<file path="src/rtl/ssd_scan_ctrl.sv">
// Scan controller for an N-digit seven-segment display.
// Double-buffered frame, leading-zero blanking, anti-ghosting guard cycles.
module ssd_scan_ctrl #(
  parameter int N_DIGITS  = 4,
  parameter int SLOT_CYC  = 50000,
  parameter int GUARD_CYC = 2,
  parameter int AN_ACT_LO = 1
) (
  input  logic                  clk,
  input  logic                  rst,
  input  logic                  load,
  input  logic [4*N_DIGITS-1:0] digits_in,
  input  logic [N_DIGITS-1:0]   dp_in,
  input  logic                  blank_lz,
  output logic [3:0]            bcd_out,
  output logic [N_DIGITS-1:0]   anode,
  output logic                  dp_n,
  output logic                  frame_done,
  output logic                  pending
);

  localparam int CNT_W = $clog2(SLOT_CYC);
  localparam int IDX_W = (N_DIGITS > 1) ? $clog2(N_DIGITS) : 1;
  localparam logic [CNT_W-1:0]    CNT_LAST  = CNT_W'(SLOT_CYC - 1);
  localparam logic [CNT_W-1:0]    CNT_GUARD = CNT_W'(GUARD_CYC);
  localparam logic [IDX_W-1:0]    IDX_LAST  = IDX_W'(N_DIGITS - 1);
  localparam logic [N_DIGITS-1:0] AN_OFF    = (AN_ACT_LO != 0) ? {N_DIGITS{1'b1}} : {N_DIGITS{1'b0}};

  logic [CNT_W-1:0] cnt_r, cnt_nx_s;
  logic [IDX_W-1:0] idx_r, idx_nx_s;
  logic             slot_end_s, frame_end_s;

  logic [N_DIGITS-1:0][3:0] act_code_r, pnd_code_r;
  logic [N_DIGITS-1:0]      act_dp_r, pnd_dp_r;
  logic                     act_blz_r, pnd_blz_r, pending_r;

  logic [N_DIGITS-1:0] mask_s, an_hot_s, an_drv_s;
  logic [3:0]          eff_code_s;
  logic                eff_dp_s, an_on_s;

  logic [3:0]          bcd_r;
  logic [N_DIGITS-1:0] anode_r;
  logic                dp_n_r, frame_done_r;

  // A digit is blanked while it and every more significant digit are zero; digit 0 always shows.
  function automatic logic [N_DIGITS-1:0] blank_mask(input logic [N_DIGITS-1:0][3:0] codes,
                                                     input logic blz);
    logic                lz;
    logic [N_DIGITS-1:0] mask;
    lz   = blz;
    mask = '0;
    for (int k = N_DIGITS - 1; k > 0; k--) begin
      if (lz && (codes[k] == 4'h0)) begin
        mask[k] = 1'b1;
      end else begin
        lz = 1'b0;
      end
    end
    return mask;
  endfunction

  // Next slot counter / digit index.
  always_comb begin
    cnt_nx_s    = cnt_r;
    idx_nx_s    = idx_r;
    slot_end_s  = (cnt_r == CNT_LAST);
    frame_end_s = slot_end_s && (idx_r == IDX_LAST);
    if (slot_end_s) begin
      cnt_nx_s = '0;
      if (idx_r == IDX_LAST) begin
        idx_nx_s = '0;
      end else begin
        idx_nx_s = idx_r + IDX_W'(1);
      end
    end else begin
      cnt_nx_s = cnt_r + CNT_W'(1);
      idx_nx_s = idx_r;
    end
  end

  // Slot counter and digit index registers.
  always_ff @(posedge clk or posedge rst) begin
    if (rst) begin
      cnt_r <= '0;
      idx_r <= '0;
    end else begin
      cnt_r <= cnt_nx_s;
      idx_r <= idx_nx_s;
    end
  end

  // Active buffer only changes at the frame boundary, so a frame never tears.
  always_ff @(posedge clk or posedge rst) begin
    if (rst) begin
      act_code_r <= {N_DIGITS{4'hF}};
      act_dp_r   <= '0;
      act_blz_r  <= 1'b0;
      pnd_code_r <= {N_DIGITS{4'hF}};
      pnd_dp_r   <= '0;
      pnd_blz_r  <= 1'b0;
      pending_r  <= 1'b0;
    end else if (frame_end_s) begin
      if (load) begin
        act_code_r <= digits_in;
        act_dp_r   <= dp_in;
        act_blz_r  <= blank_lz;
      end else if (pending_r) begin
        act_code_r <= pnd_code_r;
        act_dp_r   <= pnd_dp_r;
        act_blz_r  <= pnd_blz_r;
      end
      pending_r <= 1'b0;
    end else if (load) begin
      pnd_code_r <= digits_in;
      pnd_dp_r   <= dp_in;
      pnd_blz_r  <= blank_lz;
      pending_r  <= 1'b1;
    end
  end

  // Effective code, decimal point and anode pattern for the current slot.
  always_comb begin
    mask_s     = blank_mask(act_code_r, act_blz_r);
    eff_code_s = mask_s[idx_r] ? 4'hF : act_code_r[idx_r];
    eff_dp_s   = act_dp_r[idx_r] & ~mask_s[idx_r];
    an_on_s    = (cnt_r >= CNT_GUARD);
    an_hot_s   = '0;
    if (an_on_s) begin
      an_hot_s[idx_r] = 1'b1;
    end else begin
      an_hot_s = '0;
    end
    an_drv_s = (AN_ACT_LO != 0) ? ~an_hot_s : an_hot_s;
  end

  // Output registers; frame_done is computed from the next state so it lines up with it.
  always_ff @(posedge clk or posedge rst) begin
    if (rst) begin
      bcd_r        <= 4'hF;
      anode_r      <= AN_OFF;
      dp_n_r       <= 1'b1;
      frame_done_r <= 1'b0;
    end else begin
      bcd_r        <= eff_code_s;
      anode_r      <= an_drv_s;
      dp_n_r       <= an_on_s ? ~eff_dp_s : 1'b1;
      frame_done_r <= (cnt_nx_s == CNT_LAST) && (idx_nx_s == IDX_LAST);
    end
  end

  assign bcd_out    = bcd_r;
  assign anode      = anode_r;
  assign dp_n       = dp_n_r;
  assign frame_done = frame_done_r;
  assign pending    = pending_r;

endmodule

</file>
<file path="config.mk">
export PLATFORM = sky130hd
export DESIGN_NAME = ssd_scan_ctrl
export DESIGN_NICKNAME = d
export VERILOG_FILES = /design/src/rtl/ssd_scan_ctrl.sv
export SDC_FILE = /design/constraint.sdc
export NUM_CORES = 1
export LEC_CHECK = 0
export ABC_AREA = 1
export CORE_MARGIN = 2
export CORE_UTILIZATION = 57
export CTS_CLUSTER_DIAMETER = 120
export DETAILED_ROUTE_END_ITERATION = 10
export HOLD_SLACK_MARGIN = 0.02
export PLACE_DENSITY = 0.76
export SYNTH_ARGS = -nofsm -noshare
export SYNTH_HDL_FRONTEND = slang
export SYNTH_SLANG_ARGS = --single-unit
</file>
<file path="constraint.sdc">
create_clock -name clk -period 3.1 [get_ports clk]
set_clock_uncertainty 0.1 [all_clocks]
set_input_delay 0.62 -clock clk [delete_from_list [all_inputs] [get_ports clk]]
set_output_delay 0.62 -clock clk [all_outputs]
set_load 0.05 [all_outputs]
</file>
# [Yosys cells after proc, flatten, opt, wreduce, memory -nomap -nowiden]
# Index checks and enable logic that the tools add are counted.
[totals] ff_bits=71 inputBits=24 out_inout_bits=11 wordCells=73
[op_classes] n_addsub=2 order_cmp=3 n_eq_ne=4 mux=27 n_bitwise=5 n_reduce_logical=13
[op_table] operator="$mux 16" n=3
[op_table] operator="$eq 16x16->1 const B" n=2
[op_table] operator="$mux 4" n=5
[op_table] operator="$add 16x1->16 const B" n=1
[op_table] operator="$ge 16x2->1 const B" n=1
[op_table] operator="$mux 1" n=13
[op_table] operator="$logic_not 4->1" n=3
[op_table] operator="$bmux 4 s2" n=1
[op_table] operator="$logic_and 1x1->1" n=6
[op_table] operator="$bmux 1 s2" n=2
[op_table] operator="$eq 2x2->1 const B" n=2
[op_table] operator="$mux 2" n=2
[op_table] operator="$not 4->4" n=1
[op_table] operator="$reduce_and 2->1" n=2
[op_table] operator="$reduce_bool 2->1" n=2
[op_table] operator="$lt 2x3->1 const B" n=1
[op_table] operator="$not 1->1" n=3
[op_table] operator="$add 2x1->2 const B" n=1
[op_table] operator="$demux 1 s2" n=1
[op_table] operator="$ge 2x1->1 const B" n=1
[op_table] operator="$and 1x1->1" n=1

# [Logic depth before layout (Yosys ltp)]
[depth] depth_word=13 mapped_depth=11

# [Worst setup path after synthesis]
# OpenSTA, ideal clock, no wires.
[synth_path] path_type="input port to flip-flop" startpoint="input load" endpoint="register act_dp_r[0]" arrival_ns=1.533 slack_ns=1.346 path_stages=4 path_buffers=2 cell_sequence="buf_4 -> buf_1 -> mux2i_1 -> o21ai_2"
[synth_between] elab_chain_len=2 elab_cells_between_ends=3 cone_classes="1 x mux; 2 x reduce/logical"
[synth_lines] item="start: declaration" line="11" rtl="input logic load,"
[synth_lines] item="$reduce_bool 2->1 (no line)"
[synth_lines] item="$reduce_and 2->1 (no line)"
[synth_lines] item="end signal: assignment" line="105" rtl="act_dp_r <= dp_in;"
[synth_lines] item="end signal: assignment" line="109" rtl="act_dp_r <= pnd_dp_r;"
[synth_lines] item="end: declaration" line="34" rtl="logic [N_DIGITS-1:0] act_dp_r, pnd_dp_r;"
# Several ways; a longest one is shown, not always the timed one.
# A chain may end at the register's enable or synchronous reset.

# [Worst setup path in the final report]
[layout_path] startpoint="register bcd_r[1], in the netlist bcd_out[1]" endpoint="output bcd_out[1]"
[layout_lines] item="start: declaration" line="41" rtl="logic [3:0] bcd_r;"
[layout_lines] item="start signal: assignment" line="144" rtl="bcd_r <= eff_code_s;"
[layout_lines] item="end: declaration" line="15" rtl="output logic [3:0] bcd_out,"
# No word-level cell between the ends.

==> Implementation_results.wiki <==
{| class="wikitable"
! Metric !! Value
|-
| Outcome || finished clean
|-
| Leakage power || 2.047 nW
|-
| Global routing usage summed across all routing layers || 23.72%
|-
| Number of antenna repair diodes || 0
|-
| Post-route ant nets || 0
|-
| Total half-perimeter wirelength after legalization and detailed placement || 5578 um
|-
| Most used standard cell by instance count after synthesis || nand2_1
|-
| CTS Root Buffer Type || clkbuf_8
|-
| Overflow after GRT || 0
|-
| Htree depth || 3
|-
| Maximum count of clock buffers along a single path || 2
|-
| Min-Delay Endpoint || pnd_code_r[13]$_DFFE_PP1P_
|-
| Placer congestion estimate || 0.9733
|-
| Site row count || 29
|-
| Worst R2R End || act_blz_r$_DFFE_PP0P_
|-
| Final period util || 77.02%
|-
| Vertical extent of the die || 84.98 um
|-
| YS warnings || 0
|-
| Main area contributors after synthesis || dfstp_2 29%, dfrtp_1 20%, nand2_1 12%
|-
| Initial core utilization || 58.86%
|-
| Wire length of the first global-routing pass || 13450 um
|-
| Kind of capture point of the worst setup path || output port
|-
| Critical Path Start Type || flop
|-
| Top-area cell type share of the netlist area || 28.82%
|-
| Clock buffers created by TritonCTS || 9
|-
| Largest area contributor in the synthesized netlist || dfstp_2
|-
| Worst-path cell with the longest stage delay || clkdlybuf4s50_1
|-
| # Post-CTS Setup Buffers || 0
|-
| Register-to-Register Path Depth || 8
|-
| Average instance area after synthesis || 8.732 um^2
|-
| Number of primary I/O pins || 35
|-
| Utilization of the core after routing || 68.24%
|-
| Maximum number of pins on one net before global-route repair || 46
|-
| Number of flops mapped to enable cells by yosys || 0
|-
| Total power density per cell area || 463.6 nW/um^2
|-
| Layout Cell Area excl Fill || 4333 um^2
|-
| Setup slack on the worst flop-to-flop path || 890 ps
|-
| Worst Max-Slew Pin Slew || 613.6 ps
|-
| CTS Hold Bufs || 0
|-
| Number of iterations in the first detailed-routing pass || 4
|-
| Filler cell count || 532
|-
| Share of the yosys chip area belonging to registers || 48.91%
|-
| Syn Std Cell Area || 3737 um^2
|-
| Footprint of the flip-flops and latches || 1828 um^2
|-
| Hold depth || 2
|-
| Area of the core || 6350 um^2
|-
| Horiz. Die Dim || 84.98 um
|-
| Worst EP arrival || 1670 ps
|-
| Number of pins exceeding their max-slew limit in the final report || 0
|-
| Kind of cell adding the most delay to the critical path || buffers and inverters
|-
| Crit path time final || 2388 ps
|-
| Number of synthesized register bits || 71
|-
| Routed wirelength normalized by instance count || 14.45 um
|-
| Worst slew margin relative to its limit || 59.03%
|-
| Final Hold Violating Endpoints || 0
|-
| Most instantiated cells after synthesis || 121 x nand2_1, 43 x nand3_1, 42 x nor2_1
|-
| Area overhead of the layout relative to synthesis || 15.94%
|-
| VDD IR-drop max || 0.0003713 V
|-
| Final total power || 2.009 mW
|-
| Worst Min Path Start || pnd_code_r[13]$_DFFE_PP1P_
|-
| Antenna violations before repair || 0
|-
| Peak per-stage delay on the critical path || 790 ps
|-
| Synth Instances || 428
|-
| Clock transition time at the flip-flop clock pins of the worst setup and hold paths || 70 ps
|-
| CP cell instances || clkdlybuf4s50_1
|-
| Critical path required time || 2380 ps
|-
| Number of global-route vias before repair || 2851
|-
| Critical path type || reg -> out
|-
| Final setup viols || 0
|-
| Via density per instance || 5.469
|-
| Main flop type after synthesis || dfstp_2
|-
| Share of final-layout standard cells stronger than drive strength 1 || 22.58%
|-
| TritonCTS clock tree || done
|-
| Number of buffers and inverters on the critical path || 1
|-
| First-iteration detailed-routing DRC count || 196
|-
| Critical path fanouts, max || 1
|-
| Share of synthesized flip-flops with an asynchronous set or reset || 100.0%
|-
| Number of nets in the layout || 490
|-
| # port buffers || 34
|-
| Unrepaired setup endpoints after global routing || no
|-
| Clock Sink Count || 71
|-
| Cells resized by post-CTS repair || 0
|-
| Post-synth net total || 458
|-
| Area of the die || 7221 um^2
|-
| Final WL || 7834 um
|-
| Multi-input logic area || 1663 um^2
|-
| Worst r2r src || cnt_r[0]$_DFF_PP0_
|-
| Setup tns final || 0 ps
|-
| Number of maximum-capacitance constraint violations || 0
|-
| Min-delay worst type || reg -> reg
|-
| Placement-stage cell area || 4088 um^2
|-
| Source-to-sink clock delay at the later pin of the worst-skew pair || 350 ps
|-
| Via count || 2964
|-
| Maximum clock rate || 0.4188 GHz
|-
| Count of unresolved DRC violations after routing || 0
|-
| Number of library cell types mapped by synthesis || 40
|}
where the power goes:
part | switching, mW | internal, mW
Combinational | 0.0693 | 0.0562
Clock | 0.346 | 0.558
Sequential | 0.0129 | 0.966
tightest hold or removal path: stages (launching register included):
cell     delay (ps)
dfstp_2         370
nand2_1          50
nand2_1          40
stage by stage:
stage	cells	hold WS [ps]	setup WS (ps)
after floorplan	428	341.2	651.3
after global placement	526	350.5	1034
after detailed placement	526	353.8	909.0
after CTS	542	365.7	688.4
after global routing	542	378.3	651.3
final	542	362.0	712.5
sequential cells by signal, summed over array words and instances, names as in the netlist, 2 cells and up:
| name | cells |
|---|---|
| pnd_dp_r | 4 |
| act_code_r | 16 |
| act_dp_r | 4 |
| pnd_code_r | 16 |
| bcd_out | 4 |
| cnt_r | 16 |
| anode | 4 |
| idx_r | 2 |
layer usage:
metal	GRT usage (%)	routed length, um	vias to the layer above
li1	-	-	1454
met1	31.25	3461	1395
met2	36.22	3759	90
met3	6.420	338	25
met4	11.83	274	0
met5	0	0	-
worst max-delay path by stage:
stage	cells past startpoint	endpoint	slack [ps]	from
after detailed placement	8	act_blz_r$_DFFE_PP0P_	910	cnt_r[0]$_DFF_PP0_
after CTS	1	bcd_out[1]	690	bcd_out[1]$_DFF_PP1_
final	1	bcd_out[1]	710	bcd_out[1]$_DFF_PP1_
after floorplan	1	act_blz_r$_DFFE_PP0P_	650	rst
after global routing	8	act_blz_r$_DFFE_PP0P_	650	cnt_r[0]$_DFF_PP0_
after global placement	8	act_dp_r[0]$_DFFE_PP0P_	1030	cnt_r[0]$_DFF_PP0_
layout make-up:
class                      count  area share [%]
clock buffer                  11           3.263
clock inverter                 5           2.397
timing repair buffer          36           8.374
tap                           77           2.224
sequential                    71           42.19
inverter                      35           3.176
multi-input combinational    307           38.38
cell usage in the layout (no fill, tap or decap), types with 4 or more instances in the layout:
cell type / netlist / routed
nand2_1: 121 / 121
nand3_1: 43 / 43
nor2_1: 42 / 42
dfstp_2: 41 / 41
clkdlybuf4s50_1: 0 / 33
dfrtp_1: 30 / 30
inv_1: 30 / 29
mux2i_1: 21 / 21
o21ai_2: 21 / 21
clkbuf_8: 0 / 10
o21ai_0: 8 / 8
nand4_1: 6 / 6
nor2_2: 6 / 6
ha_1: 6 / 6
nand2_2: 4 / 4
kinds of logic (layout without fill, tap and decap cells):
group	after synthesis	after routing	share of synthesized area (%)
AND/OR/NAND/NOR	240	240	28.86
flip-flops	71	71	48.91
buffers and inverters	50	87	6.595
AO/OA/AOI/OAI	39	39	7.767
multiplexers	21	21	5.624
adder cells (fa/ha/maj)	6	6	2.009
XOR/XNOR	1	1	0.2344
Note: power is estimated with default switching activity, not from simulation.
